===== src/rtl/wen_demux_seq_if.sv =====
`default_nettype none
`timescale 1ns/1ps
// +----------------------------------------------------------------------------+
// | wen_demux_seq_if                                                           |
// | Request/strobe bundle between the write controller and wen_demux_seq.      |
// | Rev 1.0                                                                    |
// +----------------------------------------------------------------------------+
interface wen_demux_seq_if #(
  parameter int SEL_W = 4,
  parameter int NCH   = 16,
  parameter int DW    = 8
);
  logic             in_valid;
  logic             in_ready;
  logic [SEL_W-1:0] in_sel;
  logic             in_bcast;
  logic [DW-1:0]    in_data;
  logic [NCH-1:0]   out_stb;
  logic [DW-1:0]    out_data;
  logic             busy;
  logic             err;
  logic [15:0]      acc_cnt;

  modport master (
    output in_valid, in_sel, in_bcast, in_data,
    input  in_ready, out_stb, out_data, busy, err, acc_cnt
  );

  modport slave (
    input  in_valid, in_sel, in_bcast, in_data,
    output in_ready, out_stb, out_data, busy, err, acc_cnt
  );
endinterface
`default_nettype wire


===== src/rtl/wen_demux_seq.sv =====
`default_nettype none
`timescale 1ns/1ps
// +----------------------------------------------------------------------------+
// | wen_demux_seq                                                              |
// | Registered write-strobe demux with programmable strobe width and recovery. |
// | Rev 1.0                                                                    |
// +----------------------------------------------------------------------------+
module wen_demux_seq #(
  parameter int SEL_W     = 4,
  parameter int NCH       = 16,
  parameter int DW        = 8,
  parameter int PULSE_LEN = 1,
  parameter int GAP_CYC   = 0
) (
  input wire             clk,
  input wire             rst,
  wen_demux_seq_if.slave bus
);
  localparam int CNT_MAX = (PULSE_LEN > GAP_CYC) ? PULSE_LEN : GAP_CYC;
  localparam int CNT_W   = (CNT_MAX > 1) ? $clog2(CNT_MAX) : 1;
  localparam logic [CNT_W-1:0] C_PULSE_LOAD = CNT_W'(PULSE_LEN - 1);
  localparam logic [CNT_W-1:0] C_GAP_LOAD   = CNT_W'((GAP_CYC > 0) ? GAP_CYC - 1 : 0);
  localparam logic [SEL_W:0]   C_NCH        = (SEL_W + 1)'(NCH);
  localparam logic [NCH-1:0]   C_ALL        = '1;

  typedef enum logic [1:0] {
    S_IDLE   = 2'd0,
    S_ACTIVE = 2'd1,
    S_GAP    = 2'd2
  } state_t;

  state_t           state_q, state_d;
  logic [CNT_W-1:0] cnt_q, cnt_d;
  logic [NCH-1:0]   stb_q, stb_d;
  logic [DW-1:0]    data_q, data_d;
  logic             err_q, err_d;
  logic [15:0]      acc_q, acc_d;

  logic             ready;
  logic             accept;
  logic             sel_bad;
  logic [NCH-1:0]   stb_new;

  // Ready is a function of state only, so it never loops back through in_valid.
  always_comb begin
    ready = 1'b0;
    if (!rst) begin
      if (state_q == S_IDLE) begin
        ready = 1'b1;
      end else if ((state_q == S_ACTIVE) && (cnt_q == '0) && (GAP_CYC == 0)) begin
        ready = 1'b1;
      end
    end
  end

  assign accept  = bus.in_valid & ready;
  assign sel_bad = ({1'b0, bus.in_sel} >= C_NCH) & ~bus.in_bcast;

  always_comb begin
    stb_new = '0;
    if (bus.in_bcast) begin
      stb_new = C_ALL;
    end else begin
      for (int i = 0; i < NCH; i++) begin
        stb_new[i] = (bus.in_sel == SEL_W'(i));
      end
    end
  end

  always_comb begin
    state_d = state_q;
    cnt_d   = cnt_q;
    stb_d   = stb_q;
    data_d  = data_q;
    err_d   = err_q;
    acc_d   = acc_q;
    case (state_q)
      S_ACTIVE: begin
        if (cnt_q != '0) begin
          cnt_d = cnt_q - CNT_W'(1);
        end else if (GAP_CYC > 0) begin
          state_d = S_GAP;
          cnt_d   = C_GAP_LOAD;
          stb_d   = '0;
        end else begin
          state_d = S_IDLE;
          stb_d   = '0;
        end
      end
      S_GAP: begin
        if (cnt_q != '0) begin
          cnt_d = cnt_q - CNT_W'(1);
        end else begin
          state_d = S_IDLE;
        end
      end
      default: ;
    endcase
    // An accept covers both the idle start and the zero-gap reload at count 0.
    if (accept) begin
      state_d = S_ACTIVE;
      cnt_d   = C_PULSE_LOAD;
      stb_d   = stb_new;
      data_d  = bus.in_data;
      acc_d   = acc_q + 16'd1;
      if (sel_bad) begin
        err_d = 1'b1;
      end
    end
  end

  always_ff @(posedge clk) begin
    if (rst) begin
      state_q <= S_IDLE;
      cnt_q   <= '0;
      stb_q   <= '0;
      data_q  <= '0;
      err_q   <= 1'b0;
      acc_q   <= '0;
    end else begin
      state_q <= state_d;
      cnt_q   <= cnt_d;
      stb_q   <= stb_d;
      data_q  <= data_d;
      err_q   <= err_d;
      acc_q   <= acc_d;
    end
  end

  assign bus.in_ready = ready;
  assign bus.out_stb  = stb_q;
  assign bus.out_data = data_q;
  assign bus.busy     = (state_q != S_IDLE);
  assign bus.err      = err_q;
  assign bus.acc_cnt  = acc_q;
endmodule
`default_nettype wire


===== src/flat_wrapper.sv =====
// flat-port wrapper written by rule: the top's interface ports become plain ports
module wen_demux_seq_flat 
#(
  parameter int SEL_W     = 4,
  parameter int NCH       = 16,
  parameter int DW        = 8,
  parameter int PULSE_LEN = 1,
  parameter int GAP_CYC   = 0
)
  (clk, rst, bus_in_valid, bus_in_sel, bus_in_bcast, bus_in_data, bus_in_ready, bus_out_stb, bus_out_data, bus_busy, bus_err, bus_acc_cnt);
  wen_demux_seq_if #(.SEL_W(SEL_W), .NCH(NCH), .DW(DW)) bus_i ();
  input wire clk;
  input wire rst;
  input wire logic [$bits(bus_i.in_valid)-1:0] bus_in_valid;
  input wire logic [$bits(bus_i.in_sel)-1:0] bus_in_sel;
  input wire logic [$bits(bus_i.in_bcast)-1:0] bus_in_bcast;
  input wire logic [$bits(bus_i.in_data)-1:0] bus_in_data;
  output wire logic [$bits(bus_i.in_ready)-1:0] bus_in_ready;
  output wire logic [$bits(bus_i.out_stb)-1:0] bus_out_stb;
  output wire logic [$bits(bus_i.out_data)-1:0] bus_out_data;
  output wire logic [$bits(bus_i.busy)-1:0] bus_busy;
  output wire logic [$bits(bus_i.err)-1:0] bus_err;
  output wire logic [$bits(bus_i.acc_cnt)-1:0] bus_acc_cnt;
  assign bus_i.in_valid = bus_in_valid;
  assign bus_i.in_sel = bus_in_sel;
  assign bus_i.in_bcast = bus_in_bcast;
  assign bus_i.in_data = bus_in_data;
  assign bus_in_ready = bus_i.in_ready;
  assign bus_out_stb = bus_i.out_stb;
  assign bus_out_data = bus_i.out_data;
  assign bus_busy = bus_i.busy;
  assign bus_err = bus_i.err;
  assign bus_acc_cnt = bus_i.acc_cnt;
  wen_demux_seq #(.SEL_W(SEL_W), .NCH(NCH), .DW(DW), .PULSE_LEN(PULSE_LEN), .GAP_CYC(GAP_CYC)) u_core (.clk(clk), .rst(rst), .bus(bus_i));
endmodule

===== config.mk =====
export PLATFORM = sky130hd
export DESIGN_NAME = wen_demux_seq_flat
export DESIGN_NICKNAME = d
export VERILOG_FILES = /design/src/rtl/wen_demux_seq_if.sv /design/src/rtl/wen_demux_seq.sv /design/src/flat_wrapper.sv
export SDC_FILE = /design/constraint.sdc
export NUM_CORES = 1
export LEC_CHECK = 0
export ABC_AREA = 1
export BUFFER_PORTS_ARGS = -buffer_cell sky130_fd_sc_hd__buf_4
export CORE_MARGIN = 2
export CORE_UTILIZATION = 50
export CTS_BUF_LIST = sky130_fd_sc_hd__clkbuf_16
export DETAILED_ROUTE_END_ITERATION = 7
export MAX_ROUTING_LAYER = met4
export PLACE_DENSITY = 0.79
export SLEW_MARGIN = 30
export SYNTH_ARGS = -nofsm -noshare
export SYNTH_HDL_FRONTEND = slang
export SYNTH_SLANG_ARGS = --single-unit

===== constraint.sdc =====
create_clock -name clk -period 1.59 [get_ports clk]
set_input_delay 0 -clock clk [delete_from_list [all_inputs] [get_ports clk]]
set_output_delay 0 -clock clk [all_outputs]
set_load 0.02 [all_outputs]

==> out/results.txt <==
drt total wl: 4260 um
crit end category: flop
Clock power frac: 39.1%
Total Die Area: 0.00416 mm^2
worst skew pair latency: 280 ps
H-tree depth: 2
min-delay src: bus_in_valid
Synth Area per Inst: 6.99 um^2
Cell Pwr Density: 950 mW/mm^2
Starting Density: 53.6%
CP startpoint kind: flop
TritonCTS clock tree: yes
die width: 64.5 um
Clock Sinks: 41
Achievable Freq: 695 MHz
period utilisation layout: 90.5%
Reg clk slew, reported paths: 50 ps
largest cells by area after synthesis: dfxtp_1, nand2_1, nor2_1
worst setup path class: reg -> reg
Pre-antenna DRT Iters: 4
final number of setup-violating endpoints: 0
Hold Crit Depth: 2
vias in the first global route: 1674
power share of the combinational group: 14.1%
Layout area overhead: 36.1%
most used flip-flop cell after synthesis: dfxtp_1
# resized after CTS: 0
area of the core: 0.00342 mm^2
Sw Share: 24.8%
share of cells above drive strength 1: 22.9%
top cell type's share of synthesized area: 44.8%
EDFF count, synth: 0
# IOs: 59
Worst Skew: 2.91 ps
total number of vias: 1831
Hold-fix buffers, CTS: 9
maximum VDD drop: 514 uV
Final min period: 1440 ps
initial antenna violation count: 0
Final Hold Violating Endpoints: 0
row cnt: 21
total gr overflow: 0
DP Cell Count: 357
post-CTS setup buffers: 0
synthesized area: 0.00183 mm^2
Leak: 1.21 nW
unrepaired setup endpoints after global routing: no
Hold Crit Class: in -> reg
CTS buffer count: 5
fin area: 0.00249 mm^2
Reg2Reg Capture Point: u_core.bus.acc_cnt[14]
Syn Inst Count: 262
Clock Path Buffers: 2
top cell type by total area after synthesis: dfxtp_1
Final #Nets: 344
dpl cell area: 0.00227 mm^2
clk root buf: clkbuf_16
sequential power share: 46.8%
Synth cell types: 29
Final TNS setup: 0 ps
dpl hpwl: 2890 um
first-pass GRT wire length: 7310 um
CP Max Fanout: 4
DRC: 0
n_diodes: 0
slowest library cell on the worst path: dfxtp_1
delay of the slowest critical-path stage: 390 ps
pin count of the biggest net entering global routing: 23
Hold EP: u_core.bus.acc_cnt[4]
die extent in y: 64.5 um
fillers: 290
async set or reset register ratio after synthesis: 0%
commonest cells in the synthesized netlist: nand2_1, nor2_1, dfxtp_1
FF-to-FF path depth: 8
Net Switching: 586 uW
Crit path arrival time: 1620 ps
FF+latch count, synth: 41
flop-to-flop setup slack: 150 ps
WP data required: 1770 ps
IO buf count: 57
most common cell in the netlist: nand2_1
Initial DRC Count: 179
Avg WL per Cell: 11.4 um
ANT nets after route: 0
Synth Net Count: 279
Tot GR Track Use: 23.4%
sequential cell area fraction in the yosys report: 44.8%
gpl congestion: 0.813
reg2reg start: u_core.bus.acc_cnt[0]
Cell Count, Final, Fillers Out: 373
Synth Warn #: 0
total of max-cap violations: 0
CP cell instances: ha_1, nand2_1, nor2_1, nand3_1, nor2_1, nand2_1, nand2_1, nor2_1
Final Slew Violations: 0
outcome: finished, final reports clean
Internal Power: 1.78 mW
routed vias/inst: 4.91
==> worst max-delay path by stage <==
stage / start / to / cells after the start
detailed placement: u_core.bus.acc_cnt[0] / u_core.bus.acc_cnt[14] / 8
floorplan: u_core.bus.acc_cnt[0] / u_core.bus.acc_cnt[14] / 8
finish: u_core.bus.acc_cnt[0] / u_core.bus.acc_cnt[14] / 8
global placement: u_core.bus.acc_cnt[0] / u_core.bus.acc_cnt[14] / 8
CTS: rst / u_core.bus.acc_cnt[12] / 8
global route: u_core.bus.acc_cnt[0] / u_core.bus.acc_cnt[14] / 8
==> flip-flops by register name, summed over array words and instances, names as in the netlist <==
| register | cells |
|---|---|
| u_core.bus.out_stb | 16 |
| u_core.bus.out_data | 8 |
| u_core.bus.acc_cnt | 16 |
| u_core.state_q | 1 |
==> placed cells by master, fill, tap and decap left out, types with 2 or more instances in the layout <==
| cell type | count |
|---|---|
| nand3_1 | 20 |
| nor2_1 | 44 |
| a21oi_1 | 5 |
| dfxtp_1 | 41 |
| buf_4 | 60 |
| inv_1 | 21 |
| nor2_2 | 2 |
| o21ai_0 | 29 |
| clkbuf_16 | 5 |
| nor3_1 | 2 |
| nand2_1 | 72 |
| dlygate4sd3_1 | 9 |
| clkinv_1 | 2 |
==> worst max-delay path: cells and delay by family, from the launching register on <==
kind / cells / cell delay [ps]
simple gates: 7 / 730
flops: 1 / 390
fa+ha+maj: 1 / 210
==> power groups by stage <==
| stage | combinational [mW] | clock, mW | sequential, mW |
|---|---|---|---|
| CTS | 0.336 | 0.936 | 1.11 |
| detailed placement | 0.316 | 0 | 1.13 |
| global placement | 0.313 | 0 | 1.13 |
| global route | 0.371 | 0.987 | 1.11 |
| floorplan | 0.130 | 0 | 1.19 |
| finish | 0.335 | 0.925 | 1.11 |
==> through the flow <==
step                setup WS [ps]  hold WS [ps]  total power, mW  utilization, %
CTS                           154          58.1             2.38            73.0
global route                 5.03          79.9             2.47            73.0
finish                        151          52.7             2.37            73.0
floorplan                     167           135             1.32               -
global placement              232           221             1.44            66.4
detailed placement            172           234             1.44            66.4
==> layout make-up <==
| class | instances | area [um^2] | area share [%] |
|---|---|---|---|
| inverter | 23 | 88.8 | 3.56 |
| timing repair buffer | 69 | 541 | 21.7 |
| clock inverter | 2 | 7.51 | 0.301 |
| sequential | 41 | 821 | 32.9 |
| multi-input combinational | 187 | 852 | 34.2 |
| clock buffer | 5 | 125 | 5.02 |
| tap | 46 | 57.6 | 2.31 |
==> kinds of logic after synthesis <==
family | after synthesis | share of synthesized area [%]
xor gates and xnor gates | 2 | 0.956
DFF | 41 | 44.8
and+or+nand+nor | 147 | 34.4
other | 1 | 0.205
AOI/OAI and AO/OA | 36 | 10.3
adders and majority gates | 1 | 0.683
buffers and inverters | 34 | 8.67
==> routing by layer <==
metal	vias up	GRT usage [%]	share of wire [%]
met5	-	-	0
met4	0	12.8	2.3
met3	8	4.17	4.9
met2	53	36.1	45
met1	818	29.3	48
li1	952	-	-
Power figures use the tool's default switching activity.
